--- src/rtl/packet_arbiter.sv ---
// packet_arbiter: packet-granular round-robin arbiter merging N_PORTS packet
// streams into one registered beat stream (payload_aligner input bundle).
//
// Ports:
//   iClk, iReset       clock, synchronous active-high reset
//   iValid/iSop/iEop   per-port beat qualifiers (N_PORTS bits each)
//   iPacket            per-port data, port i at [i*W +: W]
//   iByte_enable       per-port byte enables, port i at [i*DATA_BYTES +: DATA_BYTES]
//   oReady             combinational per-port accept (grant or stray drain)
//   oValid..oPort      registered output beat and its source port
//   oProto_err         pulse with an owner beat that re-asserted sop mid-packet
//   oDrop_count        saturating count of drained stray beats
module packet_arbiter #(
    parameter int unsigned N_PORTS    = 4,
    parameter int unsigned DATA_BYTES = 8
) (
    input  logic                               iClk,
    input  logic                               iReset,
    input  logic [N_PORTS-1:0]                 iValid,
    input  logic [N_PORTS*DATA_BYTES*8-1:0]    iPacket,
    input  logic [N_PORTS-1:0]                 iSop,
    input  logic [N_PORTS-1:0]                 iEop,
    input  logic [N_PORTS*DATA_BYTES-1:0]      iByte_enable,
    output logic [N_PORTS-1:0]                 oReady,
    output logic                               oValid,
    output logic [DATA_BYTES*8-1:0]            oPacket,
    output logic                               oSop,
    output logic                               oEop,
    output logic [DATA_BYTES-1:0]              oByte_enable,
    output logic [$clog2(N_PORTS)-1:0]         oPort,
    output logic                               oProto_err,
    output logic [15:0]                        oDrop_count
);

    localparam int unsigned W  = DATA_BYTES * 8;
    localparam int unsigned PW = $clog2(N_PORTS);
    localparam int unsigned CW = $clog2(N_PORTS + 1);

    typedef enum logic {
        ARB    = 1'b0,
        LOCKED = 1'b1
    } state_t;

    state_t              state_q;
    state_t              state_d;
    logic [PW-1:0]       last_q;
    logic [PW-1:0]       owner_q;

    logic [N_PORTS-1:0]  cand;
    logic                found;
    logic [PW-1:0]       winner;
    logic [PW-1:0]       idx;

    logic                xfer;
    logic [PW-1:0]       sel;
    logic [N_PORTS-1:0]  stray;
    logic                proto_err_c;
    logic [CW-1:0]       stray_cnt;
    logic [16:0]         drop_sum;

    // Round-robin search over sop candidates, starting just after the last winner.
    always_comb begin
        cand   = iValid & iSop;
        found  = 1'b0;
        winner = '0;
        idx    = '0;
        for (int unsigned k = 1; k <= N_PORTS; k++) begin
            idx = PW'((32'(last_q) + k) % N_PORTS);
            if (!found && cand[idx]) begin
                found  = 1'b1;
                winner = idx;
            end
        end
    end

    // State register; last/owner are captured only when ARB grants.
    always_ff @(posedge iClk) begin
        if (iReset) begin
            state_q <= ARB;
            last_q  <= PW'(N_PORTS - 1);
            owner_q <= '0;
        end else begin
            state_q <= state_d;
            if (state_q == ARB && found) begin
                last_q  <= winner;
                owner_q <= winner;
            end
        end
    end

    // Next state: a single-beat packet keeps ARB; an owner eop releases the lock.
    always_comb begin
        state_d = state_q;
        case (state_q)
            ARB: begin
                if (found && !iEop[winner]) begin
                    state_d = LOCKED;
                end
            end
            LOCKED: begin
                if (iValid[owner_q] && iEop[owner_q]) begin
                    state_d = ARB;
                end
            end
            default: state_d = ARB;
        endcase
    end

    // Grant/drain decode. Non-owner beats without sop are accepted and dropped;
    // non-owner sop beats are held off.
    always_comb begin
        oReady      = '0;
        xfer        = 1'b0;
        sel         = owner_q;
        stray       = '0;
        proto_err_c = 1'b0;
        if (!iReset) begin
            stray = iValid & ~iSop;
            if (state_q == ARB) begin
                sel  = winner;
                xfer = found;
            end else begin
                xfer           = iValid[owner_q];
                proto_err_c    = iValid[owner_q] & iSop[owner_q];
                stray[owner_q] = 1'b0;
            end
            oReady = stray;
            if (xfer) begin
                oReady[sel] = 1'b1;
            end
        end
    end

    // Number of beats drained this cycle and the saturated running total.
    always_comb begin
        stray_cnt = '0;
        for (int unsigned k = 0; k < N_PORTS; k++) begin
            stray_cnt = stray_cnt + CW'(stray[k]);
        end
        drop_sum = 17'(oDrop_count) + 17'(stray_cnt);
    end

    // Output beat register; data fields hold when no beat transfers.
    always_ff @(posedge iClk) begin
        if (iReset) begin
            oValid       <= 1'b0;
            oPacket      <= '0;
            oSop         <= 1'b0;
            oEop         <= 1'b0;
            oByte_enable <= '0;
            oPort        <= '0;
            oProto_err   <= 1'b0;
            oDrop_count  <= '0;
        end else begin
            oValid     <= xfer;
            oProto_err <= proto_err_c;
            if (xfer) begin
                oPacket      <= iPacket[32'(sel) * W +: W];
                oSop         <= iSop[sel];
                oEop         <= iEop[sel];
                oByte_enable <= iByte_enable[32'(sel) * DATA_BYTES +: DATA_BYTES];
                oPort        <= sel;
            end
            oDrop_count <= drop_sum[16] ? 16'hFFFF : drop_sum[15:0];
        end
    end

endmodule

--- config.mk ---
export PLATFORM = sky130hd
export DESIGN_NAME = packet_arbiter
export DESIGN_NICKNAME = d
export VERILOG_FILES = /design/src/rtl/packet_arbiter.sv
export SDC_FILE = /design/constraint.sdc
export NUM_CORES = 1
export LEC_CHECK = 0
export CORE_AREA = 2 2 155 157
export CTS_BUF_LIST = sky130_fd_sc_hd__clkbuf_4 sky130_fd_sc_hd__clkbuf_8
export DETAILED_ROUTE_END_ITERATION = 7
export DIE_AREA = 0 0 157 159
export GPL_ROUTABILITY_DRIVEN = 1
export PLACE_DENSITY = 0.64
export SLEW_MARGIN = 5
export SYNTH_ARGS = -nofsm -noshare
export SYNTH_HDL_FRONTEND = slang
export SYNTH_SLANG_ARGS = --single-unit
--- constraint.sdc ---
create_clock -name iClk -period 3.5 [get_ports iClk]
set_input_delay 0.525 -clock iClk [delete_from_list [all_inputs] [get_ports iClk]]
set_output_delay 0.525 -clock iClk [all_outputs]
set_load 0.01 [all_outputs]
# After elaboration in Yosys (flattened, before gate mapping)
# Cells that the tools add are included.
dict set report totals {
  register_bits 99
  latch_bits 0
  mem_bits_ro 0
  output_inout_bits 98
  mem_count 0
  ramBits 0
  elab_cells 99
}
dict set report classes {
  shifts 2
  eq_ne 0
  addsub 8
  bitwise 8
  reduce_logical 13
  n_lt_le_gt_ge 10
  mul 0
  mux 47
  div_mod_pow 0
}
# op count
set op_table {}
lappend op_table {{$shiftx 256x9->64} 1}
lappend op_table {{$shiftx 32x6->8} 1}
lappend op_table {{$lt 2x3->1 const B} 8}
lappend op_table {{$mux 1} 21}
lappend op_table {{$bmux 1 s2} 10}
lappend op_table {{$mux 4} 5}
lappend op_table {{$add 16x3->17} 1}
lappend op_table {{$mux 16} 1}
lappend op_table {{$mux 2} 7}
lappend op_table {{$and 4x4->4} 3}
lappend op_table {{$logic_and 1x1->1} 8}
lappend op_table {{$not 4->4} 2}
lappend op_table {{$add 2x1->2 const B} 2}
lappend op_table {{$add 2x2->2 const B} 2}
lappend op_table {{$demux 1 s2} 2}
lappend op_table {{$ge 2x1->1 const B} 2}
lappend op_table {{$logic_not 1->1} 4}
lappend op_table {{$or 4x4->4} 1}
lappend op_table {{$add 2x1->3} 1}
lappend op_table {{$add 3x1->3} 1}
lappend op_table {{$add 1x1->2} 1}
lappend op_table {{$pmux 1 s2} 1}
lappend op_table {{$reduce_or 2->1} 1}
lappend op_table {{$and 1x1->1} 1}
lappend op_table {{$not 1->1} 1}

# Logic depth before layout (Yosys ltp)
# Gate-level depths: netlist (run 1).
dict set report depth {
  depth_word 22
  ltp_mapped 14
  ltp_nobuf 12
}

# Worst setup path after synthesis (run 1)
# OpenSTA, ideal clock, no wires.
dict set report synth_path {
  path_kind {flip-flop to flip-flop}
  from {register state_q}
  to {register oDrop_count[2]}
  path_stages_with_launch 14
  t_required_ps 3430
  t_arrival_ps 3568
  path_slack_ps -139
  n_path_buf 2
  cell_sequence {dfxtp_1 clkbuf_1 inv_1 o311ai_0 fa_1 fa_1 inv_1 fa_1 and3_1 nand4_1 nor2_1 nand3_1 clkbuf_1 a21oi_1}
}
dict set report synth_between {
  elab_chain_len 8
}
# item line
set synth_lines {}
lappend synth_lines {{start, declared} 44} ;# state_t state_q;
lappend synth_lines {{start signal, assigned} 83} ;# state_q <= state_d;
lappend synth_lines {{$mux 4 *} 119} ;# if (state_q == ARB) begin
lappend synth_lines {{$mux 4 * (2 in a row)} 117} ;# if (!iReset) begin
lappend synth_lines {{$add 1x1->2} 138} ;# stray_cnt = stray_cnt + CW'(stray[k]);
lappend synth_lines {{$add 2x1->3} 138}
lappend synth_lines {{$add 3x1->3 *} 138}
lappend synth_lines {{$add 16x3->17 *} 140} ;# drop_sum = 17'(oDrop_count) + 17'(stray_cnt);
lappend synth_lines {{$mux 16 *} 164} ;# oDrop_count <= drop_sum[16] ? 16'hFFFF : drop_sum[15:0];
lappend synth_lines {{end signal, assigned} 164}
lappend synth_lines {{end, declared} 32} ;# output logic [15:0] oDrop_count
# Mark *: on every way between the ends. The rest lies on a longest branch, timed or not. The select of a mux whose other input is x is not followed.
# A chain may end at the register's enable or synchronous reset.

# Final worst setup path (run 1)
dict set report layout_path {
  from {input iSop[2]}
  to {output oReady[0]}
}
dict set report layout_between {
  elab_chain_len 22
  word_cells_on_any_way 35
}
# item line
set layout_lines {}
lappend layout_lines {{start, declared} 21} ;# input logic [N_PORTS-1:0] iSop,
lappend layout_lines {{$and 4x4->4 *} 63} ;# cand = iValid & iSop;
lappend layout_lines {{$bmux 1 s2} 69} ;# if (!found && cand[idx]) begin
lappend layout_lines {{$mux 1 (not written as such)} 69}
lappend layout_lines {{$mux 1} 69}
lappend layout_lines {{$logic_not 1->1} 69}
lappend layout_lines {{$logic_and 1x1->1} 69}
lappend layout_lines {{$mux 1} 69}
lappend layout_lines {{$logic_not 1->1} 69}
lappend layout_lines {{[6 not listed]} --}
lappend layout_lines {{$mux 2} 117}
lappend layout_lines {{$lt 2x3->1 (not written as such) or $ge 2x1->1 (tied branches)} 129} ;# oReady[sel] = 1'b1;
lappend layout_lines {{$logic_and 1x1->1 (not written as such)} 129}
lappend layout_lines {{$mux 1 (not written as such)} 129}
lappend layout_lines {{$demux 1 s2} 129}
lappend layout_lines {{$or 4x4->4 (no line)} --}
lappend layout_lines {{$mux 4 *} 128} ;# if (xfer) begin
lappend layout_lines {{$mux 4 *} 117}
lappend layout_lines {{end, declared} 24} ;# output logic [N_PORTS-1:0] oReady,
# Marks and branches as above.

==> metrics.yaml, run 1 <==
status: "completed"
post_layout_nonfiller_instances: 1339
first_pass_iters: 4
tightest_slew_ps: 900
layout-drive-gt1-share: 0.123
grt_max_degree: 68
relSlewSlack: 0.400
placed_cell_area_um2: 10800
dpl.hpwl_um: 21100
power_frac_seq: 0.341
synth_area_um2: 6360
root_buffer: "clkbuf_8"
power_frac_comb: 0.488
clock_skew_ps: 15.4
rrSetupSlack_ps: 320
vias_per_cell: 4.83
preCtsSetupSlack_ps: -34.8
fp.coreArea_um2: 23200
syn_nets: 921
fin_util: 0.475
rows: 56
clk_pin_slew_ps: 120
wl_per_cell_um: 20.3
ant_nets: 0
cts_hold_buf: 0
grt_overflow: 0
routed_wl_um: 27200
worstSetupStartpointType: "input pin"
die-width_um: 157
period_share: 0.978
cts_tree: "done"
switching_share: 0.359
syn_area_per_cell_um2: 10.3
peakVddDrop_mv: 0.230
nNetsFinal: 1320
power.static_leakage_nw: 4.61
ioPinCount: 400
htree_num_levels: 3
p_int_mw: 2.80
setup_viol: 0
cp_max_fo: 4
clkPwrFrac: 0.170
cts.sinks: 99
synth_cell_type_count: 55
final-max-slew-violation-count: 0
grt_usage: 0.211
start_util: 0.274
syn_inst: 615
setup_slack_ps: 76.2
hold_viol: 0
seq_area_frac_synth: 0.312
finalCriticalPeriod_ps: 3420
p_sw_mw: 1.57
cts_buffer_depth: 2
setup_tns_ps: 0
die_h_um: 159
io_buffers: 399
grt_pass1_vias: 6557
antenna_found_initial: 1
clk-insertion-delay-late_ps: 400
grt_pass1_wl_um: 40400
p_per_area_nw_per_um2: 396
layout_common_cells: "clkdlybuf4s50_1 (394), mux2i_1 (146), dfxtp_1 (99)"
fillers: 2195
synth-seq-cells: 99
cts_buffers: 9
drc: 0
yosys_warnings: 0
drt-initial-drc-count: 295
synth_top_area_cell: "dfxtp_1"
fin_area_um2: 11000
critPathCaptureType: "primary output"
vias: 6465
critPathArrivalTime_ps: 2900
synthToLayoutAreaGrowth_pct: 73.4
die-area_um2: 25000
netlist.area_leader.share: 0.312
place_inst: 1320
maxCapViolCount: 0
max_freq_ghz: 0.292
routabilityCongestion: 0.858
final_common_cell: "clkdlybuf4s50_1"
ys_top_cells_by_area: "dfxtp_1 (31%), mux2i_1 (23%), o221ai_2 (9.4%)"
hp-class: "reg2reg"
cp.required_ps: 2970
crit_type: "in2out"
## routing by layer
layer / up-vias / global-route usage / part of all wire
met4: 0 / 0.0525 / 0.018
met2: 231 / 0.370 / 0.49
met3: 28 / 0.0517 / 0.070
li1: 3185 / - / -
met1: 3021 / 0.256 / 0.42
met5: - / 0 / 0
## registers in the layout, summed over array words and instances (netlist names)
signal,count
oEop,1
oSop,1
oProto_err,1
state_q,1
owner_q,2
oPacket,64
oByte_enable,8
last_q,2
oPort,2
oDrop_count,16
oValid,1
## final timing paths
| path | endpoint | cells past startpoint | startpoint |
|---|---|---|---|
| worst max-delay path | oReady[0] | 8 | iSop[2] |
| worst min-delay path | oPort[0] | 2 | oPort[0] |
| worst max register to register | oDrop_count[0] | 12 | state_q |
| worst min register to register | oPort[0] | 2 | oPort[0] |
## what timing repair did
action	4_1_cts	5_1_grt
buffers inserted	0	2
endpoints found under the setup margin	0	14
gates resized for setup	0	8
## area by class of cell
type                       count  area (µm²)  area share
multi-input combinational    454        4040       0.366
sequential                    99        1980       0.180
antenna                        1        2.50    0.000227
clock buffer                   9         124      0.0112
timing repair buffer         444        4400       0.399
clock inverter                 7        58.8     0.00533
inverter                       6        22.5     0.00204
tap                          319         399      0.0362
## through the flow
stage	power, mW	hold slack [ps]
2_1_floorplan	2.53	476
3_3_place_gp	3.65	443
3_5_place_dp	3.65	451
4_1_cts	4.42	472
5_1_grt	4.61	495
6_report	4.36	467
## critical path: stages
cell             delay [ps]
clkdlybuf4s50_1         490
buf_4                   130
nand2_1                 110
a311oi_1                340
o21ai_1                 180
mux2_2                  330
o21ai_0                 220
clkdlybuf4s50_1         580
## power by group through the flow
stage               combinational (mW)  sequential, mW  clock [mW]
floorplan                        0.953            1.58           0
global placement                  2.14            1.51           0
detailed placement                2.15            1.51           0
CTS                               2.15            1.49       0.779
global route                      2.27            1.52       0.823
finish                            2.13            1.49       0.743
## synthesized netlist by cell type (all sizes together)
cell     count
o311a        1
o211ai      10
nor2b        1
nor2        16
nand3b      69
o2111ai      2
o211a        2
clkbuf      23
mux2i      146
a311oi       1
o2bb2ai      2
xor2         5
xnor2        6
a22o         1
inv          6
mux2         1
o221ai      66
and2         4
a31oi        2
or3          1
nand3       16
fa           3
o31a         1
a21o         3
a21bo        8
a22oi        2
nand4        3
a21oi       17
a211o        2
a211oi       1
nor3b        2
nand2b       1
o21a         1
ha           1
o21ai       18
mux4         3
a31o         1
o311ai       3
and3b        1
nand2       24
buf         33
o31ai        1
dfxtp       99
nor3         1
and3         5
## cells by family after synthesis
family | count (synthesis) | synth area share
xor+xnor | 11 | 0.0152
simple gates | 144 | 0.140
compound gates | 145 | 0.223
mux | 150 | 0.242
fa+ha+maj | 4 | 0.0114
buf+inv | 62 | 0.0567
flops | 99 | 0.312
No activity file was read; power rests on OpenSTA's default activity.
==> run 2, diff against run 1 <==
PLACE_DENSITY = 0.69   (was 0.64)
TNS_END_PERCENT = 100   (was unset)
==> run 2 against run 1 <==
  * Cell area shrank 0.50%
  * Sequential power is essentially flat
  * Largest cell class unchanged
  * Clock skew rose by 12 ps
  * Global-route usage decreased by 1.5 points
  * Clock power fell by 2%
==> metrics.yaml, run 2 (synthesized netlist as in run 1, its figures left out) <==
ant_nets: 0  # unchanged
worstSetupStartpointType: "input pin"
largest_register_ffs: 64  # unchanged
wl_per_cell_um: 19.4  # -4.4%
cts_tree: "done"
hp-class: "reg2reg"
tightest_slew_ps: 517  # -384 ps
grt_setup_unrepaired: "false"
grt_pass1_vias: 6557  # unchanged
holdPathStages: 2  # unchanged
largestRegisters: "oPacket (64), oDrop_count (16), oByte_enable (8)"
vias: 6526  # +0.94%
grt_usage: 0.196  # -0.0148
setup_viol: 0  # unchanged
layout_common_cells: "clkdlybuf4s50_1 (396), mux2i_1 (146), dfxtp_1 (99)"
cts_buffers: 9  # unchanged
clk_pin_slew_ps: 130  # about the same
critPathCaptureType: "primary output"
clock_skew_ps: 27.3  # +11.9 ps
routabilityCongestion: 0.869  # +1.3%
grt_max_degree: 68  # unchanged
seqCellArea_um2: 1980  # unchanged
final-max-slew-violation-count: 0  # unchanged
nNetsFinal: 1310  # -0.76%
layout-drive-gt1-share: 0.114  # -0.00870
rows: 56  # unchanged
drc: 0  # unchanged
cts_buffer_depth: 2  # unchanged
io_buffers: 399  # unchanged
cts_hold_buf: 0  # unchanged
final_common_cell: "clkdlybuf4s50_1"
die-width_um: 157  # unchanged
r2r_cells: 12  # unchanged
multi_input_area_um2: 4030  # -0.19%
vias_per_cell: 4.91  # +1.8%
max_freq_ghz: 0.298  # +2.0%
first_pass_iters: 5  # +1
period_share: 0.959  # -0.0187
dpl.hpwl_um: 19800  # -6.2%
die_h_um: 159  # unchanged
fillers: 2192  # -0.14%
finalCriticalPeriod_ps: 3360  # -65.5 ps
htree_num_levels: 3  # unchanged
relSlewSlack: 0.656  # +0.256
crit_type: "in2out"
fp.coreArea_um2: 23200  # unchanged
cp.required_ps: 2970  # about the same
synthToLayoutAreaGrowth_pct: 72.6
cts.sinks: 99  # unchanged
fin_util: 0.473  # -0.00237
grt_overflow: 0  # unchanged
cp_max_fo: 4  # unchanged
largest_register: "oPacket"
hold_ws_ps: 482  # +14.6 ps
grt_pass1_wl_um: 37800  # -6.4%
maxCapViolCount: 0  # unchanged
clk-insertion-delay-late_ps: 390  # about the same
post_layout_nonfiller_instances: 1328  # -0.82%
routed_wl_um: 25800  # -5.2%
fin_area_um2: 11000  # -0.50%
p_per_area_nw_per_um2: 393  # -0.62%
status: "completed"
critPathArrivalTime_ps: 2830  # -70 ps
hold_viol: 0  # unchanged
placed_cell_area_um2: 10800  # -0.21%
antenna_found_initial: 0  # -1
power.static_leakage_nw: 4.55  # -1.3%
place_inst: 1312  # -0.61%
peakVddDrop_mv: 0.250  # +8.5%
start_util: 0.274  # unchanged
die-area_um2: 25000  # unchanged
antennaDiodeCount: 0  # -1
ioPinCount: 400  # unchanged
drt-initial-drc-count: 229  # -22%
root_buffer: "clkbuf_8"
[run 2: cell types whose count changed in the layout (fill, tap and decap cells not counted)]
cell | previous run | this run
clkdlybuf4s50_1 | 394 | 396
inv_6 | 3 | 4
a311oi_1 | 1 | 0
buf_4 | 40 | 27
inv_8 | 1 | 0
a311oi_2 | 0 | 1
diode_2 | 1 | 0
a21oi_1 | 16 | 17
o311ai_4 | 2 | 1
a21oi_2 | 1 | 0
dlymetal6s2s_1 | 4 | 2
o311ai_2 | 1 | 2
buf_12 | 5 | 8
[run 2: per-layer routing]
metal,track usage,routed length [µm]
met1,0.233,10400
met2,0.351,13200
met3,0.0525,1900
met4,0.0379,336
met5,0,0
[run 2: worst paths after layout]
check,to,slack [ps],from
worst max-delay path,oReady[2],140,iSop[2]
worst min-delay path,oPort[0],480,oPort[0]
worst max register to register,oDrop_count[5],290,owner_q[1]
worst min register to register,oPort[0],480,oPort[0]
[run 2: cell type report]
class	instances	share of cell area
clock inverter	7	0.00513
sequential	99	0.181
multi-input combinational	454	0.367
tap	319	0.0364
inverter	6	0.00205
clock buffer	9	0.0113
timing repair buffer	434	0.397
[run 2: worst max-delay path, stage by stage]
cell and delay (ps):
clkdlybuf4s50_1 490, buf_4 130, nand2_1 120, a311oi_2 330, o21ai_1 150, mux2_2 310
o21ai_0 210, clkdlybuf4s50_1 570
[run 2: stage by stage]
stage / setup WS [ps] / power [mW] / TNS (ps)
after floorplan: 19.4 / 2.53 / 0
after global placement: -4.42 / 3.62 / -4.42
after detailed placement: -19.1 / 3.63 / -78.3
after CTS: 95.8 / 4.39 / 0
after global routing: 7.27 / 4.57 / 0
final: 142 / 4.32 / 0
[run 2: report_power, final]
part,switching [mW],internal [mW]
Clock,0.455,0.269
Sequential,0.133,1.35
Combinational,0.937,1.17
[run 2: what timing repair did]
| item | in CTS | in global routing |
|---|---|---|
| endpoints found under the setup margin | 0 | 12 |
| setup buffers | 0 | 0 |
| gates resized for setup | 0 | 5 |
